### src/rtl/spi_xfer_ctrl_if.sv
// spi_xfer_ctrl_if
// Groups the host-side request/result signals and the byte-engine handshake
// of the SPI transaction controller into one bundle.
//
// Signals:
//   sndRec   host -> ctrl   transaction request (level)
//   TXDATA   host -> ctrl   bytes to send, MSB byte first
//   DOUT     ctrl -> host   received bytes, first byte in the MSBs
//   DONE     ctrl -> host   one-cycle completion pulse
//   ERR      ctrl -> host   sticky timeout flag
//   SS       ctrl -> slave  slave select, active low
//   getByte  ctrl -> engine byte transfer request
//   sndData  ctrl -> engine byte currently offered
//   BUSY     engine -> ctrl byte engine busy
//   RxData   engine -> ctrl last byte received
//
// Modports: master = the controller, slave = host/engine side.
interface spi_xfer_ctrl_if #(
    parameter int NBYTES = 5
);
    logic                  sndRec;
    logic [NBYTES*8-1:0]   TXDATA;
    logic [NBYTES*8-1:0]   DOUT;
    logic                  DONE;
    logic                  ERR;
    logic                  SS;
    logic                  getByte;
    logic [7:0]            sndData;
    logic                  BUSY;
    logic [7:0]            RxData;

    modport master (
        input  sndRec, TXDATA, BUSY, RxData,
        output DOUT, DONE, ERR, SS, getByte, sndData
    );

    modport slave (
        output sndRec, TXDATA, BUSY, RxData,
        input  DOUT, DONE, ERR, SS, getByte, sndData
    );
endinterface

### src/rtl/spi_xfer_ctrl.sv
// spi_xfer_ctrl
// Sequences an NBYTES-long SPI transaction on top of a byte-level SPI
// engine: offers each byte of a captured TXDATA word (MSB byte first),
// collects the echoed bytes into DOUT, optionally idles GAP_CYC cycles
// between bytes with SS still low, and aborts to a sticky ERR if the engine
// stalls for TIMEOUT cycles. All state changes on the falling edge of CLK.
//
// Ports:
//   CLK  block clock (falling-edge active)
//   RST  asynchronous, active-high reset
//   bus  spi_xfer_ctrl_if.master (request, result and byte-engine handshake)
module spi_xfer_ctrl #(
    parameter int NBYTES  = 5,
    parameter int GAP_CYC = 0,
    parameter int TIMEOUT = 0
) (
    input  logic            CLK,
    input  logic            RST,
    spi_xfer_ctrl_if.master bus
);

    localparam int W  = NBYTES * 8;
    localparam int CW = $clog2(NBYTES + 1);
    localparam int GW = (GAP_CYC > 0) ? $clog2(GAP_CYC + 1) : 1;
    localparam int TW = (TIMEOUT > 0) ? $clog2(TIMEOUT + 1) : 1;

    localparam logic [CW-1:0] BYTE_LAST = CW'(NBYTES);
    localparam logic [GW-1:0] GAP_LAST  = GW'((GAP_CYC > 0) ? GAP_CYC - 1 : 0);
    localparam logic [TW-1:0] TO_LAST   = TW'((TIMEOUT > 0) ? TIMEOUT - 1 : 0);

    typedef enum logic [2:0] {
        ST_IDLE,
        ST_INIT,
        ST_WAIT,
        ST_CHECK,
        ST_GAP,
        ST_DONE,
        ST_FAIL
    } state_t;

    state_t          state;
    state_t          state_next;

    logic [CW-1:0]   byte_cnt;
    logic [GW-1:0]   gap_cnt;
    logic [TW-1:0]   wait_cnt;
    logic [W-1:0]    shadow;
    logic [W-1:0]    shift_reg;
    logic [W-1:0]    dout;
    logic            err;
    logic            was_done;
    logic            armed;

    logic            start;
    logic            timeout_hit;
    logic            gap_hit;
    logic [W-1:0]    shift_next;
    logic [CW-1:0]   byte_idx;
    logic [W-1:0]    byte_word;
    logic [7:0]      byte_sel;

    logic            ss;
    logic            get_byte;
    logic [7:0]      snd_data;

    // A request is only honoured once sndRec has been seen low in IDLE, so a
    // request held high across completion cannot retrigger.
    assign start       = (state == ST_IDLE) && bus.sndRec && armed;
    assign timeout_hit = (TIMEOUT > 0) && (wait_cnt == TO_LAST);
    assign gap_hit     = (gap_cnt == GAP_LAST);
    assign shift_next  = (shift_reg << 8) | W'(bus.RxData);

    // The counter has already advanced once INIT is left, so every state
    // after INIT points at the byte just handed to the engine.
    assign byte_idx  = (state == ST_INIT) ? byte_cnt : byte_cnt - 1'b1;
    assign byte_word = shadow << {byte_idx, 3'b000};
    assign byte_sel  = byte_word[W-1 -: 8];

    // Next-state and output decode.
    always_comb begin
        state_next = state;
        ss         = 1'b1;
        get_byte   = 1'b0;
        snd_data   = 8'h00;

        case (state)
            ST_IDLE: begin
                if (start) begin
                    state_next = ST_INIT;
                end
            end

            ST_INIT: begin
                ss       = 1'b0;
                get_byte = 1'b1;
                snd_data = byte_sel;
                if (bus.BUSY) begin
                    state_next = ST_WAIT;
                end else if (timeout_hit) begin
                    state_next = ST_FAIL;
                end
            end

            ST_WAIT: begin
                ss       = 1'b0;
                snd_data = byte_sel;
                if (!bus.BUSY) begin
                    state_next = ST_CHECK;
                end else if (timeout_hit) begin
                    state_next = ST_FAIL;
                end
            end

            ST_CHECK: begin
                ss       = 1'b0;
                snd_data = byte_sel;
                if (byte_cnt == BYTE_LAST) begin
                    state_next = ST_DONE;
                end else if (GAP_CYC > 0) begin
                    state_next = ST_GAP;
                end else begin
                    state_next = ST_INIT;
                end
            end

            ST_GAP: begin
                ss       = 1'b0;
                snd_data = byte_sel;
                if (gap_hit) begin
                    state_next = ST_INIT;
                end
            end

            ST_DONE: begin
                if (!bus.sndRec) begin
                    state_next = ST_IDLE;
                end
            end

            ST_FAIL: begin
                if (!bus.sndRec) begin
                    state_next = ST_IDLE;
                end
            end

            default: begin
                state_next = ST_IDLE;
            end
        endcase
    end

    // State register and datapath.
    always_ff @(negedge CLK or posedge RST) begin
        if (RST) begin
            state     <= ST_IDLE;
            byte_cnt  <= '0;
            gap_cnt   <= '0;
            wait_cnt  <= '0;
            shadow    <= '0;
            shift_reg <= '0;
            dout      <= '0;
            err       <= 1'b0;
            was_done  <= 1'b0;
            armed     <= 1'b0;
        end else begin
            state    <= state_next;
            was_done <= (state == ST_DONE);

            if (state == ST_IDLE) begin
                armed <= !bus.sndRec;
            end

            case (state)
                ST_IDLE: begin
                    byte_cnt  <= '0;
                    shift_reg <= '0;
                    if (start) begin
                        shadow <= bus.TXDATA;
                        err    <= 1'b0;
                    end
                end

                ST_INIT: begin
                    if (bus.BUSY) begin
                        byte_cnt <= byte_cnt + 1'b1;
                    end
                end

                ST_CHECK: begin
                    shift_reg <= shift_next;
                    // Load DOUT on the way into DONE so it is already valid
                    // while the DONE pulse is high.
                    if (byte_cnt == BYTE_LAST) begin
                        dout <= shift_next;
                    end
                end

                ST_DONE: begin
                    dout <= shift_reg;
                end

                default: begin
                end
            endcase

            if (state_next == ST_FAIL) begin
                err <= 1'b1;
            end

            if ((state_next == ST_INIT || state_next == ST_WAIT) && state_next != state) begin
                wait_cnt <= '0;
            end else if ((state == ST_INIT && !bus.BUSY) || (state == ST_WAIT && bus.BUSY)) begin
                wait_cnt <= wait_cnt + 1'b1;
            end

            if (state_next == ST_GAP && state != ST_GAP) begin
                gap_cnt <= '0;
            end else if (state == ST_GAP) begin
                gap_cnt <= gap_cnt + 1'b1;
            end
        end
    end

    assign bus.SS      = ss;
    assign bus.getByte = get_byte;
    assign bus.sndData = snd_data;
    assign bus.DOUT    = dout;
    assign bus.DONE    = (state == ST_DONE) && !was_done;
    assign bus.ERR     = err;

endmodule
### src/flat_wrapper.sv
// flat-port wrapper written by rule: the top's interface ports become plain ports
module spi_xfer_ctrl_flat 
#(
    parameter int NBYTES  = 5,
    parameter int GAP_CYC = 0,
    parameter int TIMEOUT = 0
)
  (CLK, RST, bus_sndRec, bus_TXDATA, bus_BUSY, bus_RxData, bus_DOUT, bus_DONE, bus_ERR, bus_SS, bus_getByte, bus_sndData);
  spi_xfer_ctrl_if #(.NBYTES(NBYTES)) bus_i ();
  input  logic CLK;
  input  logic RST;
  input wire logic [$bits(bus_i.sndRec)-1:0] bus_sndRec;
  input wire logic [$bits(bus_i.TXDATA)-1:0] bus_TXDATA;
  input wire logic [$bits(bus_i.BUSY)-1:0] bus_BUSY;
  input wire logic [$bits(bus_i.RxData)-1:0] bus_RxData;
  output wire logic [$bits(bus_i.DOUT)-1:0] bus_DOUT;
  output wire logic [$bits(bus_i.DONE)-1:0] bus_DONE;
  output wire logic [$bits(bus_i.ERR)-1:0] bus_ERR;
  output wire logic [$bits(bus_i.SS)-1:0] bus_SS;
  output wire logic [$bits(bus_i.getByte)-1:0] bus_getByte;
  output wire logic [$bits(bus_i.sndData)-1:0] bus_sndData;
  assign bus_i.sndRec = bus_sndRec;
  assign bus_i.TXDATA = bus_TXDATA;
  assign bus_i.BUSY = bus_BUSY;
  assign bus_i.RxData = bus_RxData;
  assign bus_DOUT = bus_i.DOUT;
  assign bus_DONE = bus_i.DONE;
  assign bus_ERR = bus_i.ERR;
  assign bus_SS = bus_i.SS;
  assign bus_getByte = bus_i.getByte;
  assign bus_sndData = bus_i.sndData;
  spi_xfer_ctrl #(.NBYTES(NBYTES), .GAP_CYC(GAP_CYC), .TIMEOUT(TIMEOUT)) u_core (.CLK(CLK), .RST(RST), .bus(bus_i));
endmodule
### config.mk
export PLATFORM = sky130hd
export DESIGN_NAME = spi_xfer_ctrl_flat
export DESIGN_NICKNAME = d
export VERILOG_FILES = /design/src/rtl/spi_xfer_ctrl_if.sv /design/src/rtl/spi_xfer_ctrl.sv /design/src/flat_wrapper.sv
export SDC_FILE = /design/constraint.sdc
export NUM_CORES = 1
export LEC_CHECK = 0
export BUFFER_PORTS_ARGS = -buffer_cell sky130_fd_sc_hd__buf_2
export CAP_MARGIN = 15
export CORE_MARGIN = 2
export CORE_UTILIZATION = 55
export DETAILED_ROUTE_END_ITERATION = 16
export PLACE_DENSITY = 0.83
export SLEW_MARGIN = 20
export SYNTH_ARGS = -nofsm -noshare
export SYNTH_HDL_FRONTEND = slang
export SYNTH_SLANG_ARGS = --single-unit
### constraint.sdc
create_clock -name CLK -period 7.05 [get_ports CLK]
set_input_delay 1.0575 -clock CLK [delete_from_list [all_inputs] [get_ports CLK]]
set_output_delay 1.0575 -clock CLK [all_outputs]
set_load 0.05 [all_outputs]
# Yosys cells after proc, flatten, opt, wreduce, memory -nomap -nowiden
# Index checks and enable logic that the tools add are counted.
[totals] regBits=130 out_inout_bits=52 wordCells=66
[op_classes] n_addsub=3 n_eq_ne=12 shift=1 mux=21 bitwise_logic=1 reduce_logical=19
[op_table] operator="one-hot mux 40 bit (2 select lines)" n=2
[op_table] operator="two-way mux 40 bit" n=1
[op_table] operator="bitwise OR 40 x 8 -> 40 bit" n=1
[op_table] operator="<< shifter 40 x 6 -> 40 bit" n=1
[op_table] operator="two-way mux 3 bit" n=8
[op_table] operator="equality test 3 bit (second input constant)" n=6
[op_table] operator="one-hot mux 3 bit (6 select lines)" n=1
[op_table] operator="nonzero test 2 bit" n=6
[op_table] operator="two-way mux 8 bit" n=1
[op_table] operator="AND reduction 2 bit" n=4
[op_table] operator="two-way mux 1 bit" n=7
[op_table] operator="equality test 3 x 2 -> 1 bit (second input constant)" n=2
[op_table] operator="one-hot mux 3 bit (2 select lines)" n=1
[op_table] operator="logical AND 1 bit" n=4
[op_table] operator="OR reduction 4 bit" n=1
[op_table] operator="adder 3 x 1 -> 3 bit (second input constant)" n=1
[op_table] operator="equality test 3 x 1 -> 1 bit (second input constant)" n=1
[op_table] operator="logical NOT 3 bit" n=1
[op_table] operator="inequality test 3 bit (second input constant)" n=1
[op_table] operator="subtractor 3 x 1 -> 3 bit (second input constant)" n=1
[op_table] operator="logical NOT 1 bit" n=2
[op_table] operator="inequality test 2 x 1 -> 1 bit (second input constant)" n=1
[op_table] operator="inequality test 2 bit (second input constant)" n=1
[op_table] operator="OR reduction 2 bit" n=1
[op_table] operator="adder 1 bit (second input constant)" n=1

# Logic depth before layout (Yosys ltp)
# Gate-level depths: netlist of run 1.
[logic_depth] word_depth=8 depth_mapped=9

==> results of run 1 <==
[final cells by class]
class | instances | area [um2] | area share, %
Antenna cell | 1 | 2.50 | 0.0328
Clock buffer | 17 | 414 | 5.42
Clock inverter | 13 | 160 | 2.10
Inverter | 25 | 105 | 1.38
Multi-Input combinational cell | 359 | 2670 | 34.9
Sequential cell | 130 | 3250 | 42.6
Tap cell | 136 | 170 | 2.23
Timing Repair Buffer | 131 | 868 | 11.4
[metal layers]
| metal | track usage, % | vias to the layer above |
|---|---|---|
| li1 | - | 2199 |
| met1 | 36.3 | 2500 |
| met2 | 44.7 | 248 |
| met3 | 6.57 | 55 |
| met4 | 13.6 | 0 |
| met5 | 0 | - |
[worst paths after layout]
path / depth (start not counted) / endpoint / slack [ps] / start
worst max-delay path: 9 / bus_sndData[5] / -170 / u_core.state[0]
worst min-delay path: 1 / u_core.shift_reg[33] / 450 / u_core.shift_reg[33]
worst max register to register: 7 / u_core.bus.DOUT[3] / 4730 / u_core.state[1]
max in group asynchronous: 3 / u_core.byte_cnt[1] / 2070 / RST
worst min register to register: 1 / u_core.shift_reg[33] / 450 / u_core.shift_reg[33]
min in group asynchronous: 2 / u_core.bus.DOUT[25] / 4180 / RST
[logic make-up after synthesis]
logic type                 after synthesis  share of synthesized area [%]
AOI/OAI and AO/OA                      140                           19.0
xor gates and xnor gates                 3                          0.442
adders and majority gates                5                           1.01
buffers and inverters                   64                           4.70
DFF                                    130                           54.7
muxes                                   42                           7.94
and+or+nand+nor                        169                           12.2
[power breakdown]
| group | internal, mW | switching [mW] | total, mW | leakage [nW] |
|---|---|---|---|---|
| sequential | 1.02 | 0.207 | 1.23 | 1.68 |
| clock | 0.535 | 0.335 | 0.870 | 0.280 |
| combinational | 0.784 | 1.31 | 2.10 | 1.54 |
[cells in the mapped netlist (8+ instances only)]
cell       instances
dfrtn_1          130
nand2_1           96
nor2_1            56
a22o_1            40
a31oi_1           40
mux2_2            37
inv_1             24
clkbuf_1          19
buf_2             16
o22ai_1           10
o2bb2ai_1          9
a211oi_1           8
a221oi_2           8
a22oi_1            8
[repair_timing]
item	CTS	global route
endpoints found under the hold margin	0	0
setup buffers	8	6
setup endpoints to repair	8	8
pin swaps	11	6
resized for setup	29	23
==> metrics.cfg, run 1 <==
[synth]
syn-cell-area_um2=5940
yosysSeqAreaShare_pct=54.7
synth.avg_cell_area_um2=10.7
async_flop_share_pct=100
synth-seq-cells=130
syn_nets=609
yosysTopAreaCell=dfrtn_1
synthCells=553
synth_ff_type=dfrtn_1
ys_warn_count=0
synth.top_cell.area_share_pct=54.7
synth_edf_count=0
synthTopCellsByArea=dfrtn_1, mux2_2, nand2_1
synthDistinctLibCells=51

[global_routing]
grt_max_degree=81
antenna_found_initial=1
track_usage_pct=28.0
grt_pass1_wl_um=25200
first_global_vias=5028
grt-ovfl-total=0

[worst_setup_path]
cp.required_ps=5990
arrival_ps=6170
path_cells=or3b_4 -> inv_8 -> ha_4 -> inv_2 -> o31a_1 -> buf_6 -> a22oi_1 -> a221oi_4 -> buf_6
crit_path_max_fanout=5
path_class=flop to output pin
slowest_stage=or3b_4
end_kind=output pin
start_kind=flop
crit_buf_inv=4
cp_common_cell=buf_6
cp_top_family=compound AO/OA/AOI/OAI gates
slowest_delay_ps=440

[timing]
finalSetupViolations=8
hold_viol_final=0
setup_ws_ps=-175
rsz0062_at_grt=yes
setup_tns_ps=-586
relSlewSlack_pct=43.5
holdWs_ps=450
fin_skew_ps=7.45
slew_viol_final=0
tightest_slew_ps=845

[place]
dp.cells=767
pre_cts_ws_ps=30.4
gp_congestion=0.873
io_buffers=103
placed_area_um2=6690
hpwl_um=9270

[routing]
wl_um=16300
wl_met3_um=989
first_pass_iters=5
drc=0
viasPerCell=6.16
dr_wl_met2_um=8150
initialDrtViolationCount=585
routedWlPerCell_um=20.1
top_layer=met4
met1_length_um=6630
antenna_left=0
routed-via-count=5002

[finish]
nets=720
fin_area_um2=7640
final_core_util_pct=73.3
syn_to_final_growth_pct=28.6
layout_common_cells=dfrtn_1, nand2_1, buf_2, nor2_1
fill_cells=644
layout_commonest_cell=dfrtn_1
finalNonFillerCells=812
drive_above_1_share_pct=35.9

[floorplanning]
start_util_pct=57.0
dieArea_um2=11700
pin_count=104
fp.dieW_um=108
die_h_um=108
core_area_um2=10400
rows=37

[power]
power_density_nw_per_um2=549
max-vdd-ir-drop_mv=0.425
p_total_mw=4.19
power.leakage_nw=3.51

[status]
failed_checks=setup timing
status=complete, but fails checks

[worst_hold_path]
hold_path_class=flop to flop

[run]
cap_violations=0

[clocking]
cts_hold_buf=0
cts_buffers=17
cts_tree=built
clk_latency_ps=450
path_clk_slew_ps=40
clock_path_buffers=2
cts-htree-levels=4
clock_sinks=130
root_buffer=clkbuf_8

Note: power is estimated with default switching activity, not from simulation.
==> run 2: changes to the inputs <==
--- a/config.mk
+++ b/config.mk
@@ -11,7 +11,8 @@
 export CORE_UTILIZATION = 55
 export DETAILED_ROUTE_END_ITERATION = 16
 export PLACE_DENSITY = 0.83
-export SLEW_MARGIN = 20
+export SKIP_LAST_GASP = 1
+export SLEW_MARGIN = 10
 export SYNTH_ARGS = -nofsm -noshare
 export SYNTH_HDL_FRONTEND = slang
 export SYNTH_SLANG_ARGS = --single-unit
==> run 2 against run 1 <==
  * First-iteration DRC count decreased by 0.85%
  * Largest power group unchanged
  * Critical endpoint unchanged
  * Utilization shrank 0.084 points
  * Worst hold slack is essentially flat
  * Clock power is essentially flat
  * The flow still finishes with violations (setup timing)
==> metrics.cfg, run 2 (synthesis results as in run 1) <==
[clocking]
root_buffer=clkbuf_8
cts_hold_buf=0  ; unchanged
clock_sinks=130  ; unchanged
cts-htree-levels=4  ; unchanged
cts_buffers=17  ; unchanged
clk_latency_ps=450  ; about the same
path_clk_slew_ps=50  ; about the same
cts_tree=built
clock_path_buffers=2  ; unchanged

[place]
pre_cts_ws_ps=30.4  ; unchanged
hpwl_um=9270  ; unchanged
io_buffers=103  ; unchanged
placed_area_um2=6690  ; unchanged
gp_congestion=0.873  ; unchanged

[worst_setup_path]
path_class=flop to output pin
start_kind=flop
cp_top_family=compound AO/OA/AOI/OAI gates
arrival_ps=6100  ; -70 ps
slowest_stage=dfrtn_1
cp.required_ps=5990  ; about the same
crit_buf_inv=4  ; unchanged
path_cells=or3b_4 -> inv_8 -> ha_4 -> inv_2 -> o31a_1 -> buf_6 -> a22oi_1 -> a221oi_4 -> buf_6
slowest_delay_ps=440  ; about the same
cp_common_cell=buf_6
crit_path_max_fanout=5  ; unchanged
end_kind=output pin

[timing]
setup_ws_ps=-105  ; +69.7 ps
finalSetupViolations=8  ; unchanged
rsz0062_at_grt=yes
setup_tns_ps=-452  ; +134 ps
holdWs_ps=451  ; +0.481 ps
fin_skew_ps=4.82  ; -2.62 ps
tightest_slew_ps=842  ; -3.62 ps
hold_viol_final=0  ; unchanged
relSlewSlack_pct=43.8  ; +0.24 points
slew_viol_final=0  ; unchanged

[global_routing]
grt_pass1_wl_um=25200  ; unchanged
grt-ovfl-total=0  ; unchanged
antenna_found_initial=1  ; unchanged
track_usage_pct=28.0  ; unchanged
first_global_vias=5027  ; -0.020%
grt_max_degree=81  ; unchanged

[floorplanning]
start_util_pct=57.0  ; unchanged
fp.dieW_um=108  ; unchanged
pin_count=104  ; unchanged
core_area_um2=10400  ; unchanged
rows=37  ; unchanged
dieArea_um2=11700  ; unchanged
die_h_um=108  ; unchanged

[finish]
layout_commonest_cell=dfrtn_1
nets=720  ; unchanged
fin_area_um2=7630  ; -0.11%
syn_to_final_growth_pct=28.4
drive_above_1_share_pct=35.7  ; -0.15 points
layout_common_cells=dfrtn_1, nand2_1, buf_2, nor2_1

[routing]
antenna_left=0  ; unchanged
viasPerCell=6.10  ; -0.94%
first_pass_iters=5  ; unchanged
routedWlPerCell_um=19.9  ; -1.0%
wl_um=16200  ; -1.0%
drc=0  ; unchanged
routed-via-count=4955  ; -0.94%
initialDrtViolationCount=580  ; -0.85%

[power]
max-vdd-ir-drop_mv=0.427  ; +0.53%
p_total_mw=4.17  ; -0.41%
power.leakage_nw=3.50  ; about the same
power_density_nw_per_um2=547  ; -0.29%

[run]
cap_violations=0  ; unchanged

[worst_hold_path]
hold_path_class=flop to flop

[status]
failed_checks=setup timing
status=complete, but fails checks

run 2: cell count changes in the layout (fill, tap and decap cells not counted):
| cell | previous run | this run |
|---|---|---|
| buf_6 | 16 | 15 |
| a211oi_1 | 4 | 5 |
| buf_4 | 15 | 16 |
| a211oi_2 | 4 | 3 |
run 2: layout make-up:
class | count | area [um2]
Sequential cell | 130 | 3250
Fill cell | 650 | 2790
Multi-Input combinational cell | 359 | 2660
Timing Repair Buffer | 131 | 865
Clock buffer | 17 | 414
Tap cell | 136 | 170
Clock inverter | 13 | 160
Inverter | 25 | 105
Antenna cell | 1 | 2.50
run 2: final timing paths:
| check | start | end | slack, ps | depth (start not counted) |
|---|---|---|---|---|
| worst max-delay path | u_core.state[0] | bus_sndData[5] | -100 | 9 |
| worst min-delay path | u_core.shift_reg[33] | u_core.shift_reg[33] | 450 | 1 |
| worst max register to register | u_core.state[1] | u_core.bus.DOUT[3] | 4740 | 7 |
| worst min register to register | u_core.shift_reg[33] | u_core.shift_reg[33] | 450 | 1 |
| max in group asynchronous | RST | u_core.shadow[25] | 2080 | 3 |
| min in group asynchronous | RST | u_core.bus.DOUT[25] | 4180 | 2 |
run 2: what timing repair did:
item                                    in CTS  in global routing
endpoints found under the setup margin       8                  8
pin swaps                                   11                  6
buffers inserted                             8                  6
gates resized for setup                     29                 21
run 2: power breakdown:
| group | internal [mW] | leakage [nW] | switching, mW |
|---|---|---|---|
| clock network | 0.536 | 0.280 | 0.338 |
| logic | 0.778 | 1.54 | 1.30 |
| registers | 1.02 | 1.68 | 0.205 |
| total | 2.33 | 3.50 | 1.84 |
run 2: layer usage:
metal | GRT usage, % | part of all wire (%)
met4 | 13.6 | 3.2
met5 | 0 | 0
met3 | 6.57 | 6.5
met2 | 44.7 | 50
met1 | 36.3 | 41
run 2: stage by stage:
| step | instances | util (%) |
|---|---|---|
| CTS | 805 | 71.6 |
| finish | 812 | 73.3 |
| global route | 812 | 73.3 |
| global placement | 767 | 64.3 |
| detailed placement | 767 | 64.3 |
| floorplan | 553 | - |
